## src/rtl/uart_rx.sv

```systemverilog
// Unbuffered UART receiver: 2-flop rx synchroniser, mid-bit sampling, one-cycle valid/frame_err strobes.
// Optional even parity bit between data and stop bits when UART_RX_PARITY_EN is defined.
module uart_rx #(
    parameter int CLOCKS_PER_BIT = 4,
    parameter int DATA_BITS      = 8
) (
    input  logic                 clk,
    input  logic                 rst,
    input  logic                 rx,
    output logic [DATA_BITS-1:0] data,
    output logic                 valid,
    output logic                 frame_err,
    output logic                 parity_err,
    output logic                 busy
);
    // state     | meaning
    // IDLE      | line idle, waiting for rx_s falling to 0
    // START     | timing half a bit to re-check the start bit
    // DATA      | sampling DATA_BITS data bits, LSB first
    // PARITY    | sampling the even-parity bit (parity build only)
    // STOP      | sampling the stop bit, strobing valid or frame_err
    // WAIT_IDLE | after a framing error, waiting for the line to go high
    typedef enum logic [2:0] {
        IDLE,
        START,
        DATA,
`ifdef UART_RX_PARITY_EN
        PARITY,
`endif
        STOP,
        WAIT_IDLE
    } state_t;

    localparam int HALF = CLOCKS_PER_BIT / 2;
    localparam int BW   = $clog2(CLOCKS_PER_BIT);
    localparam int NW   = $clog2(DATA_BITS + 3);
    localparam logic [BW-1:0] HALF_LAST = BW'(HALF - 1);
    localparam logic [BW-1:0] BIT_LAST  = BW'(CLOCKS_PER_BIT - 1);
    localparam logic [NW-1:0] DATA_LAST = NW'(DATA_BITS - 1);

    state_t               state, state_nxt;
    logic                 rx_m, rx_s;
    logic [BW-1:0]        baud_cnt, baud_nxt;
    logic [NW-1:0]        bit_cnt, bit_nxt;
    logic [DATA_BITS-1:0] shift_reg, shift_nxt, shift_in, data_nxt;
    logic                 valid_nxt, ferr_nxt;

    always_ff @(posedge clk) begin
        if (rst) begin
            rx_m <= 1'b1;
            rx_s <= 1'b1;
        end else begin
            rx_m <= rx;
            rx_s <= rx_m;
        end
    end

    // New bit enters at the MSB so the word is in order after the last data bit.
    if (DATA_BITS > 1) begin : g_shift
        assign shift_in = {rx_s, shift_reg[DATA_BITS-1:1]};
    end else begin : g_shift_one
        assign shift_in = rx_s;
    end

    assign busy = (state != IDLE);

`ifdef UART_RX_PARITY_EN
    logic par_bit, par_bit_nxt, perr_nxt;

    always_ff @(posedge clk) begin
        if (rst) begin
            par_bit    <= 1'b0;
            parity_err <= 1'b0;
        end else begin
            par_bit    <= par_bit_nxt;
            parity_err <= perr_nxt;
        end
    end
`else
    assign parity_err = 1'b0;
`endif

    always_ff @(posedge clk) begin
        if (rst) begin
            state     <= IDLE;
            baud_cnt  <= '0;
            bit_cnt   <= '0;
            shift_reg <= '0;
            data      <= '0;
            valid     <= 1'b0;
            frame_err <= 1'b0;
        end else begin
            state     <= state_nxt;
            baud_cnt  <= baud_nxt;
            bit_cnt   <= bit_nxt;
            shift_reg <= shift_nxt;
            data      <= data_nxt;
            valid     <= valid_nxt;
            frame_err <= ferr_nxt;
        end
    end

    always_comb begin
        state_nxt = state;
        baud_nxt  = baud_cnt + BW'(1);
        bit_nxt   = bit_cnt;
        shift_nxt = shift_reg;
        data_nxt  = data;
        valid_nxt = 1'b0;
        ferr_nxt  = 1'b0;
`ifdef UART_RX_PARITY_EN
        par_bit_nxt = par_bit;
        perr_nxt    = 1'b0;
`endif
        case (state)
            IDLE: begin
                baud_nxt = '0;
                bit_nxt  = '0;
                if (!rx_s) state_nxt = START;
            end
            START: begin
                if (baud_cnt == HALF_LAST) begin
                    baud_nxt  = '0;
                    bit_nxt   = '0;
                    state_nxt = rx_s ? IDLE : DATA;
                end
            end
            DATA: begin
                if (baud_cnt == BIT_LAST) begin
                    baud_nxt  = '0;
                    shift_nxt = shift_in;
                    bit_nxt   = bit_cnt + NW'(1);
                    if (bit_cnt == DATA_LAST) begin
`ifdef UART_RX_PARITY_EN
                        state_nxt = PARITY;
`else
                        state_nxt = STOP;
`endif
                    end
                end
            end
`ifdef UART_RX_PARITY_EN
            PARITY: begin
                if (baud_cnt == BIT_LAST) begin
                    baud_nxt    = '0;
                    bit_nxt     = bit_cnt + NW'(1);
                    par_bit_nxt = rx_s;
                    state_nxt   = STOP;
                end
            end
`endif
            STOP: begin
                if (baud_cnt == BIT_LAST) begin
                    baud_nxt = '0;
                    if (rx_s) begin
                        data_nxt  = shift_reg;
                        valid_nxt = 1'b1;
`ifdef UART_RX_PARITY_EN
                        perr_nxt  = (^shift_reg) ^ par_bit;
`endif
                        state_nxt = IDLE;
                    end else begin
                        ferr_nxt  = 1'b1;
                        state_nxt = WAIT_IDLE;
                    end
                end
            end
            WAIT_IDLE: begin
                baud_nxt = '0;
                if (rx_s) state_nxt = IDLE;
            end
            default: state_nxt = IDLE;
        endcase
    end
endmodule

```

## config.mk

```make
export PLATFORM = sky130hd
export DESIGN_NAME = uart_rx
export DESIGN_NICKNAME = d
export VERILOG_FILES = /design/src/rtl/uart_rx.sv
export SDC_FILE = /design/constraint.sdc
export NUM_CORES = 1
export LEC_CHECK = 0
export BUFFER_PORTS_ARGS = -buffer_cell sky130_fd_sc_hd__buf_2
export CORE_UTILIZATION = 35
export CTS_CLUSTER_DIAMETER = 50
export CTS_CLUSTER_SIZE = 30
export DETAILED_ROUTE_END_ITERATION = 10
export GPL_ROUTABILITY_DRIVEN = 0
export GPL_TIMING_DRIVEN = 0
export SLEW_MARGIN = 40
export SYNTH_ARGS = -nofsm -noshare
export SYNTH_HDL_FRONTEND = slang
export SYNTH_SLANG_ARGS = --single-unit
export TNS_END_PERCENT = 50
```

## constraint.sdc

```tcl
create_clock -name clk -period 1.35 [get_ports clk]
set_clock_uncertainty 0.05 [all_clocks]
set_input_delay 0 -clock clk [delete_from_list [all_inputs] [get_ports clk]]
set_output_delay 0 -clock clk [all_outputs]
set_load 0.01 [all_outputs]
```

; Word level (Yosys, flattened, before mapping)
; Cells that the tools add are included.
[totals]
out_inout_bits = 12
in_bits = 3
wordCells = 53
ff_bits = 29
[classes]
reduce_logical = 10
mux = 17
n_addsub = 2
bitwise = 2
n_eq_ne = 13
[ops]
columns = operator, count
row1 = 3-bit two-way mux, 7
row2 = 3-bit one-hot mux with 5 select lines, 1
row3 = 2-bit inequality test (second input constant), 6
row4 = 4-bit one-hot mux with 3 select lines, 1
row5 = 4-bit two-way mux, 2
row6 = 3-bit by 2-bit equality test with 1-bit output (second input constant), 2
row7 = 2-bit two-way mux, 3
row8 = 2-bit one-hot mux with 3 select lines, 1
row9 = 3-bit AND reduction, 2
row10 = 6-bit AND reduction, 1
row11 = 3-bit nonzero test, 2
row12 = 4-bit by 1-bit adder with 4-bit output (second input constant), 1
row13 = 4-bit by 3-bit equality test with 1-bit output (second input constant), 1
row14 = 2-bit OR reduction, 2
row15 = 3-bit by 1-bit equality test with 1-bit output (second input constant), 1
row16 = 3-bit equality test (second input constant), 1
row17 = 3-bit zero test, 1
row18 = 3-bit OR reduction, 1
row19 = 2-bit by 1-bit adder with 2-bit output (second input constant), 1
row20 = 2-bit by 1-bit equality test with 1-bit output (second input constant), 1
row21 = 2-bit equality test (second input constant), 1
row22 = 1-bit two-way mux, 2
row23 = 1-bit NOT, 2
row24 = 2-bit AND reduction, 1

; Logic depth before layout (Yosys ltp)
; Gate-level depths: netlist of the first run.
[logic_depth]
ltp_word = 4
depth_mapped = 6
ltp_nobuf = 6

; Worst setup path before layout of the first run
; Ideal clock, no wire load.
[synth_timing]
path_type = register to register
from = reg baud_cnt[0]
to = reg bit_cnt[3]
path_slack_ps = -115
arrival_time_ps = 1345
setup_ps = 70
stages_incl_launch_ff = 6
t_required_ps = 1230
synth_period_minus_slack_ps = 1465
n_path_buf = 0
cell_sequence = dfxtp_1 > ha_1 > nor2b_2 > a21oi_2 > or4_1 > a21boi_1
[synth_via]
elab_chain_cells = 3
word_cells_on_any_way = 5
cone_classes = 4 x eq/ne / 1 x reduce/logical
[synth_lines]
columns = element, line_no
row1 = start: declaration, 43  ; logic [BW-1:0] baud_cnt, baud_nxt;
row2 = start signal: assignment, 94  ; baud_cnt <= baud_nxt;
row3 = 2-bit equality test or 2-bit by 1-bit equality test with 1-bit output (tied branches), "129, 122"
row4 = 2-bit inequality test (no line), -
row5 = 3-bit AND reduction (no line) (*), -
row6 = end signal: assignment, 95  ; bit_cnt <= bit_nxt;
row7 = end: declaration, 44  ; logic [NW-1:0] bit_cnt, bit_nxt;
; Every way passes the cells marked *; elsewhere a longest branch is shown, timed or not.
; A chain may end at the register's enable or synchronous reset.

; Worst setup path in the final report of the first run
[layout_timing]
from = reg baud_cnt[1]
to = reg bit_cnt[3]
; The elaborated chain is that of the path after synthesis.

==> summary.md, run 1 <==
| Metric | Value |
|---|---|
| Adder and majority cell fraction of the synthesized area | `5.15%` |
| Initial DRC count | `32` |
| Worst Path Arrival | `1.63 ns` |
| Die X | `60.9 um` |
| Vias per Instance | `4.84` |
| CTS clock-pin slew for the worst setup and hold paths | `0.09 ns` |
| Initial antenna violation count | `0` |
| Mux contribution to synthesized area | `under 10%` |
| Post-route setup slack | `-0.0704 ns` |
| Vias in the first global route | `876` |
| First-pass GRT wire length | `3770 um` |
| Area after DPL | `1360 um2` |
| Fin util | `between 40 and 50%` |
| WL final | `about 2400 um` |
| RSZ-0062 raised after global routing | `true` |
| Reg2reg start | `baud_cnt[1]` |
| # DRC | `0` |
| Worst vdd rail ir drop | `slightly below 0.9 mV` |
| Final setup viols | `4` |
| Period utilisation layout | `105%` |
| Mapped Nets | `around 150` |
| Most frequent cells in the layout | `25 x dfxtp_1, 17 x nand2_1, 14 x a21oi_1` |
| Crit path from | `baud_cnt[1]` |
| Layout area overhead | `26.1%` |
| PwrDens | `between 1000 and 1500 nW/um2` |
| Largest net degree at the start of global routing | `11` |
| Leakage power | `0.000643 uW` |
| Status | `finished, violations left` |
| Post-synthesis compound-gate area fraction | `12.0%` |
| Startpoint Class | `flop` |
| Core area | `3340 um2` |
| Drt first pass iters | `4` |
| Sequential cell area | `591 um2` |
| Antenna cells | `0` |
| Final instance area | `1530 um2` |
| Row count | `21` |
| Syn Inst Count | `137` |
| Post-Synth XOR/XNOR Area | `0%` |
| HP Start | `rst` |
| Seq/Total Area, Yosys | `roughly 48%` |
| Final hold slack | `~0.084 ns` |
| Sum of negative setup slack | `-0.121 ns` |
| Unique masters post-synth | `34` |
| Layout cells sized above 1 | `27.5%` |
| CTS max path bufs | `2` |
| Max Cap Viol | `0` |
| Post-synthesis simple-gate area fraction | `23.0%` |
| Setup CP Type | `reg2reg` |
| DIE AREA | `3710 um2` |
| Routed len/inst | `between 10 and 15 um` |
| Area of the multi-input gates | `about 620 um2` |
| Largest family of logic cells by synthesized area | `simple AND/OR/NAND/NOR gates` |
| Fillers | `~340` |
| Fmax achieved | `0.704 GHz` |
| Peak fanout along the critical path | `6` |
| Pre-CTS setup slack | `-0.192 ns` |
| Post-layout minimum cycle time | `1.42 ns` |
| Failing checks | `setup timing` |
| Most common cell after layout, fill and taps aside | `dfxtp_1` |
| Req. time, crit path | `1.56 ns` |
| Die H | `60.9 um` |
| Worst skew pair latency | `0.32 ns` |
| Vias | `998` |
| Syn Area/Cell | `8.86 um2` |
| Post-Synthesis Cell Area | `1210 um2` |
| CTS root buf | `clkbuf_4` |
| Tot GR Track Use | `14.6%` |
| Crit end category | `flop` |
| Initial Utilization | `a little over a third` |
| Num CTS Buffers | `5` |
| Detail Route Antenna Nets | `0` |
| Ys Warns | `0` |
| Slew Viols, Final | `0` |
| # H-tree levels | `2` |
| Buffers on Ports | `12` |
| Overflow left after global routing | `0` |
| Net count, final | `167` |
| Hold Vio Cnt, Final | `0` |
| IO Pins | `15` |
| Post-DP HPWL | `1590 um` |
| CTS tree | `done` |
| Seq cells post-synth | `29` |
| Clk sinks | `29` |
| Hold crit path type | `in2reg` |
-- metrics by stage --
step	std cells	power [uW]
after global placement	195	939
after global routing	206	1740
after detailed placement	195	940
final	206	1670
after floorplan	137	926
after CTS	206	1680
-- critical path: stages (launching register included) --
cell and delay [ns]:
dfxtp_4 0.37, inv_2 0.06, ha_4 0.13, nor2b_4 0.15, a21oi_2 0.07, or4_1 0.40, a21boi_1 0.13
-- power breakdown --
group | total (uW) | internal, uW | switching, uW
Clock | 742 | 442 | 300
Combinational | 62.7 | 26.1 | 36.6
Sequential | 862 | 857 | 5.41
-- layer usage --
layer  global-route usage (%)  vias to the layer above  share of wire (%)
met5                        0                        -                  0
met4                     8.77                        0                1.9
met3                     7.25                        6                3.8
met2                     23.4                       14                 51
met1                     15.6                      475                 43
li1                         -                      503                  -
-- synth_stat cells --
cell | count | area, um2
a21boi_0 | 1 | 7.51
a21boi_1 | 1 | 7.51
a21oi_1 | 14 | 70.1
a21oi_2 | 1 | 8.76
a32oi_1 | 2 | 17.5
and2b_1 | 1 | 7.51
buf_1 | 1 | 3.75
buf_2 | 2 | 10.0
buf_4 | 2 | 15.0
buf_6 | 1 | 11.3
clkbuf_1 | 3 | 11.3
conb_1 | 1 | 3.75
dfxtp_1 | 29 | 581
ha_1 | 5 | 62.6
inv_1 | 2 | 7.51
inv_2 | 1 | 3.75
mux2i_1 | 8 | 80.1
nand2_1 | 20 | 75.1
nand2b_1 | 6 | 37.5
nand3_1 | 1 | 5.00
nand4_1 | 1 | 6.26
nor2_1 | 13 | 48.8
nor2b_1 | 1 | 6.26
nor2b_2 | 1 | 8.76
nor3_1 | 4 | 20.0
nor3_2 | 1 | 10.0
nor4_1 | 1 | 6.26
nor4b_1 | 1 | 8.76
o21ai_0 | 4 | 20.0
o22ai_1 | 1 | 6.26
o31ai_1 | 1 | 7.51
or2_2 | 2 | 12.5
or3_1 | 3 | 18.8
or4_1 | 1 | 7.51
-- path summary, 6_finish.rpt --
path	to	slack (ns)	cells after the start
worst min register to register	rx_s	0.37	1
worst max register to register	bit_cnt[3]	-0.07	6
worst max-delay path	bit_cnt[3]	-0.07	6
worst min-delay path	state[2]	0.08	2
-- what timing repair did --
item                       in CTS  in global routing
pin swaps                       2                  4
hold endpoints to repair        1                  0
resized for setup               6                 11
setup buffers                   2                  1
hold buffers                    1                  0
setup endpoints to repair      18                 23
-- area by class of cell --
type	instances	share of cell area [%]
inverters	3	0.736
well taps	46	3.76
plain buffers	8	3.68
multi-input cells	96	40.8
flip-flops and latches	29	38.6
clock buffers	7	3.60
repair buffers	16	6.87
clock inverters	1	1.96
-- cell families after synthesis --
group / after synthesis
flip-flops: 29
AO/OA/AOI/OAI: 25
buffers and inverters: 12
other: 1
multiplexers: 8
AND/OR/NAND/NOR: 57
adder cells (fa/ha/maj): 5
Power figures use the tool's default switching activity.
==> inputs of run 2 (changes only) <==
Clock period 1.35 ns to 1.5 ns, I/O delays scaled along.
==> summary.md, run 2 (synthesis gave the netlist of run 1 again) <==
| Metric | Value |
|---|---|
| Status | `finished clean (was finished, violations left)` |
| Worst R2R End | `bit_cnt[2] (was bit_cnt[3])` |
| Initial antenna violation count | `0 (unchanged)` |
| PwrDens | `991 nW/um2 (was 1090 nW/um2)` |
| Clk sinks | `29 (unchanged)` |
| Tot GR Track Use | `14.7% (was 14.6%)` |
| R2R cell count | `6 (unchanged)` |
| Row count | `21 (unchanged)` |
| Met1 WL | `1130 um (was 1030 um)` |
| Post-layout minimum cycle time | `1.44 ns (was 1.42 ns)` |
| First-pass GRT wire length | `3860 um (was 3770 um)` |
| Fillers | `340 (was 342)` |
| Largest net degree at the start of global routing | `11 (unchanged)` |
| Initial DRC count | `16 (was 32)` |
| Hold path endpoint | `state[1] (was state[2])` |
| CTS max path bufs | `2 (unchanged)` |
| Antenna cells | `0 (unchanged)` |
| Max Cap Viol | `0 (unchanged)` |
| Req. time, crit path | `1.70 ns (was 1.56 ns)` |
| Die H | `60.9 um (unchanged)` |
| Cell Count, Final, Fillers Out | `207 (was 206)` |
| Startpoint Class | `flop (unchanged)` |
| Core area | `3340 um2 (unchanged)` |
| Final setup viols | `0 (was 4)` |
| Area after DPL | `1330 um2 (was 1360 um2)` |
| Initial Utilization | `36.4% (unchanged)` |
| HP Start | `rst (unchanged)` |
| DIE AREA | `3710 um2 (unchanged)` |
| Highest metal used | `met4 (unchanged)` |
| Leakage power | `0.000632 uW (was 0.000643 uW)` |
| Vias per Instance | `4.78 (was 4.84)` |
| CTS tree | `done (unchanged)` |
| Crit end category | `flop (unchanged)` |
| Layout area overhead | `25.8% (was 26.1%)` |
| Buffers on Ports | `12 (unchanged)` |
| Detail Route Antenna Nets | `0 (unchanged)` |
| Placed Cells | `195 (unchanged)` |
| Power, Total | `1510 uW (was 1670 uW)` |
| Hold crit path type | `in2reg (unchanged)` |
| Slew Viols, Final | `0 (unchanged)` |
| Drt first pass iters | `4 (unchanged)` |
| CTS root buf | `clkbuf_4 (unchanged)` |
| Die X | `60.9 um (unchanged)` |
| # H-tree levels | `2 (unchanged)` |
| Worst skew pair latency | `0.33 ns (was 0.32 ns)` |
| Setup CP Type | `reg2reg (unchanged)` |
| Hold Path Stages | `2 (unchanged)` |
| CTS clock-pin slew for the worst setup and hold paths | `0.09 ns (about the same)` |
| Num CTS Buffers | `5 (unchanged)` |
| Most common cell after layout, fill and taps aside | `dfxtp_1 (unchanged)` |
| Hold Vio Cnt, Final | `0 (unchanged)` |
| Net count, final | `168 (was 167)` |
| Layout cells sized above 1 | `27.3% (was 27.5%)` |
| Post-DP HPWL | `1600 um (was 1590 um)` |
| WL final | `2410 um (was 2370 um)` |
| Routed len/inst | `11.6 um (was 11.5 um)` |
| Final instance area | `1530 um2 (about the same)` |
| Overflow left after global routing | `0 (unchanged)` |
| Period utilisation layout | `95.9% (was 105%)` |
| IO Pins | `15 (unchanged)` |
| Fmax achieved | `0.695 GHz (was 0.704 GHz)` |
| Peak fanout along the critical path | `6 (unchanged)` |
| Vias in the first global route | `879 (was 876)` |
| Most frequent cells in the layout | `25 x dfxtp_1, 19 x nand2_1, 14 x buf_2, 14 x a21oi_1, 13 x nor2_1 (was 25 x dfxtp_1, 17 x nand2_1, 14 x a21oi_1)` |
| Worst vdd rail ir drop | `0.426 mV (was 0.890 mV)` |
| Met2 WL | `1170 um (was 1200 um)` |
| Vias | `990 (was 998)` |
| # DRC | `0 (unchanged)` |
| Reg-to-reg slack, setup | `0.06 ns (was -0.07 ns)` |
| Reg2reg start | `baud_cnt[1] (unchanged)` |
| Worst Path Arrival | `1.64 ns (was 1.63 ns)` |
| Wire length on met3 | `56 um (was 90 um)` |
[run 2: cell count changes in the layout (fill, tap and decap cells not counted), sizes merged]
cell	delta
buf	+2
clkbuf	-1
[run 2: report_power, final]
| group | switching, uW | internal (uW) | total [uW] | leakage [uW] |
|---|---|---|---|---|
| combinational | 32.5 | 23.5 | 56.0 | 0.000350 |
| clock | 283 | 398 | 680 | 0.0000455 |
| sequential | 4.56 | 771 | 776 | 0.000237 |
[run 2: timing repair]
action                                  CTS  global route
pin swaps                                 1             3
resized for setup                         8             8
endpoints found under the hold margin     1             0
setup buffers                             2             2
hold buffers                              1             0
endpoints found under the setup margin   12            14
[run 2: worst max path at each step]
stage | start | endpoint | slack [ns] | cells past startpoint
final | baud_cnt[1] | bit_cnt[2] | 0.06 | 6
after global routing | baud_cnt[1] | bit_cnt[3] | -0.001 | 6
after CTS | baud_cnt[1] | bit_cnt[3] | 0.0009 | 6
after detailed placement | baud_cnt[0] | shift_reg[6] | -0.14 | 6
after global placement | baud_cnt[0] | shift_reg[6] | -0.09 | 6
after floorplan | baud_cnt[0] | bit_cnt[3] | 0.03 | 5
[run 2: cell type report]
class | instances | area, um2 | area share (%)
repair buffers | 17 | 113 | 7.38
clock inverters | 1 | 30.0 | 1.97
inverters | 3 | 11.3 | 0.738
multi-input cells | 96 | 622 | 40.7
clock buffers | 7 | 55.1 | 3.61
flip-flops and latches | 29 | 591 | 38.7
well taps | 46 | 57.6 | 3.77
plain buffers | 8 | 47.5 | 3.11
[run 2: metal layers]
metal	global-route usage [%]	up-vias
met4	10.1	0
met1	17.2	462
li1	-	505
met3	4.26	6
met2	23.1	17
met5	0	-
[run 2: worst max-delay path, stage by stage (launching register included)]
cell and delay, ns:
dfxtp_4 0.37, inv_2 0.07, ha_4 0.12, nor2b_4 0.15, a21oi_2 0.06, or3_1 0.34
a21boi_0 0.19
[run 2: stage by stage]
stage / utilization (%) / hold WS, ns / setup WS, ns / TNS (ns)
2_1_floorplan: - / 0.0538 / 0.0350 / 0
3_3_place_gp: 39.9 / 0.132 / -0.0921 / -0.854
3_5_place_dp: 39.9 / 0.136 / -0.140 / -1.39
4_1_cts: 43.9 / 0.0542 / 0.000898 / 0
5_1_grt: 45.7 / 0.0786 / -0.00137 / -0.00137
6_report: 45.7 / 0.0581 / 0.0619 / 0
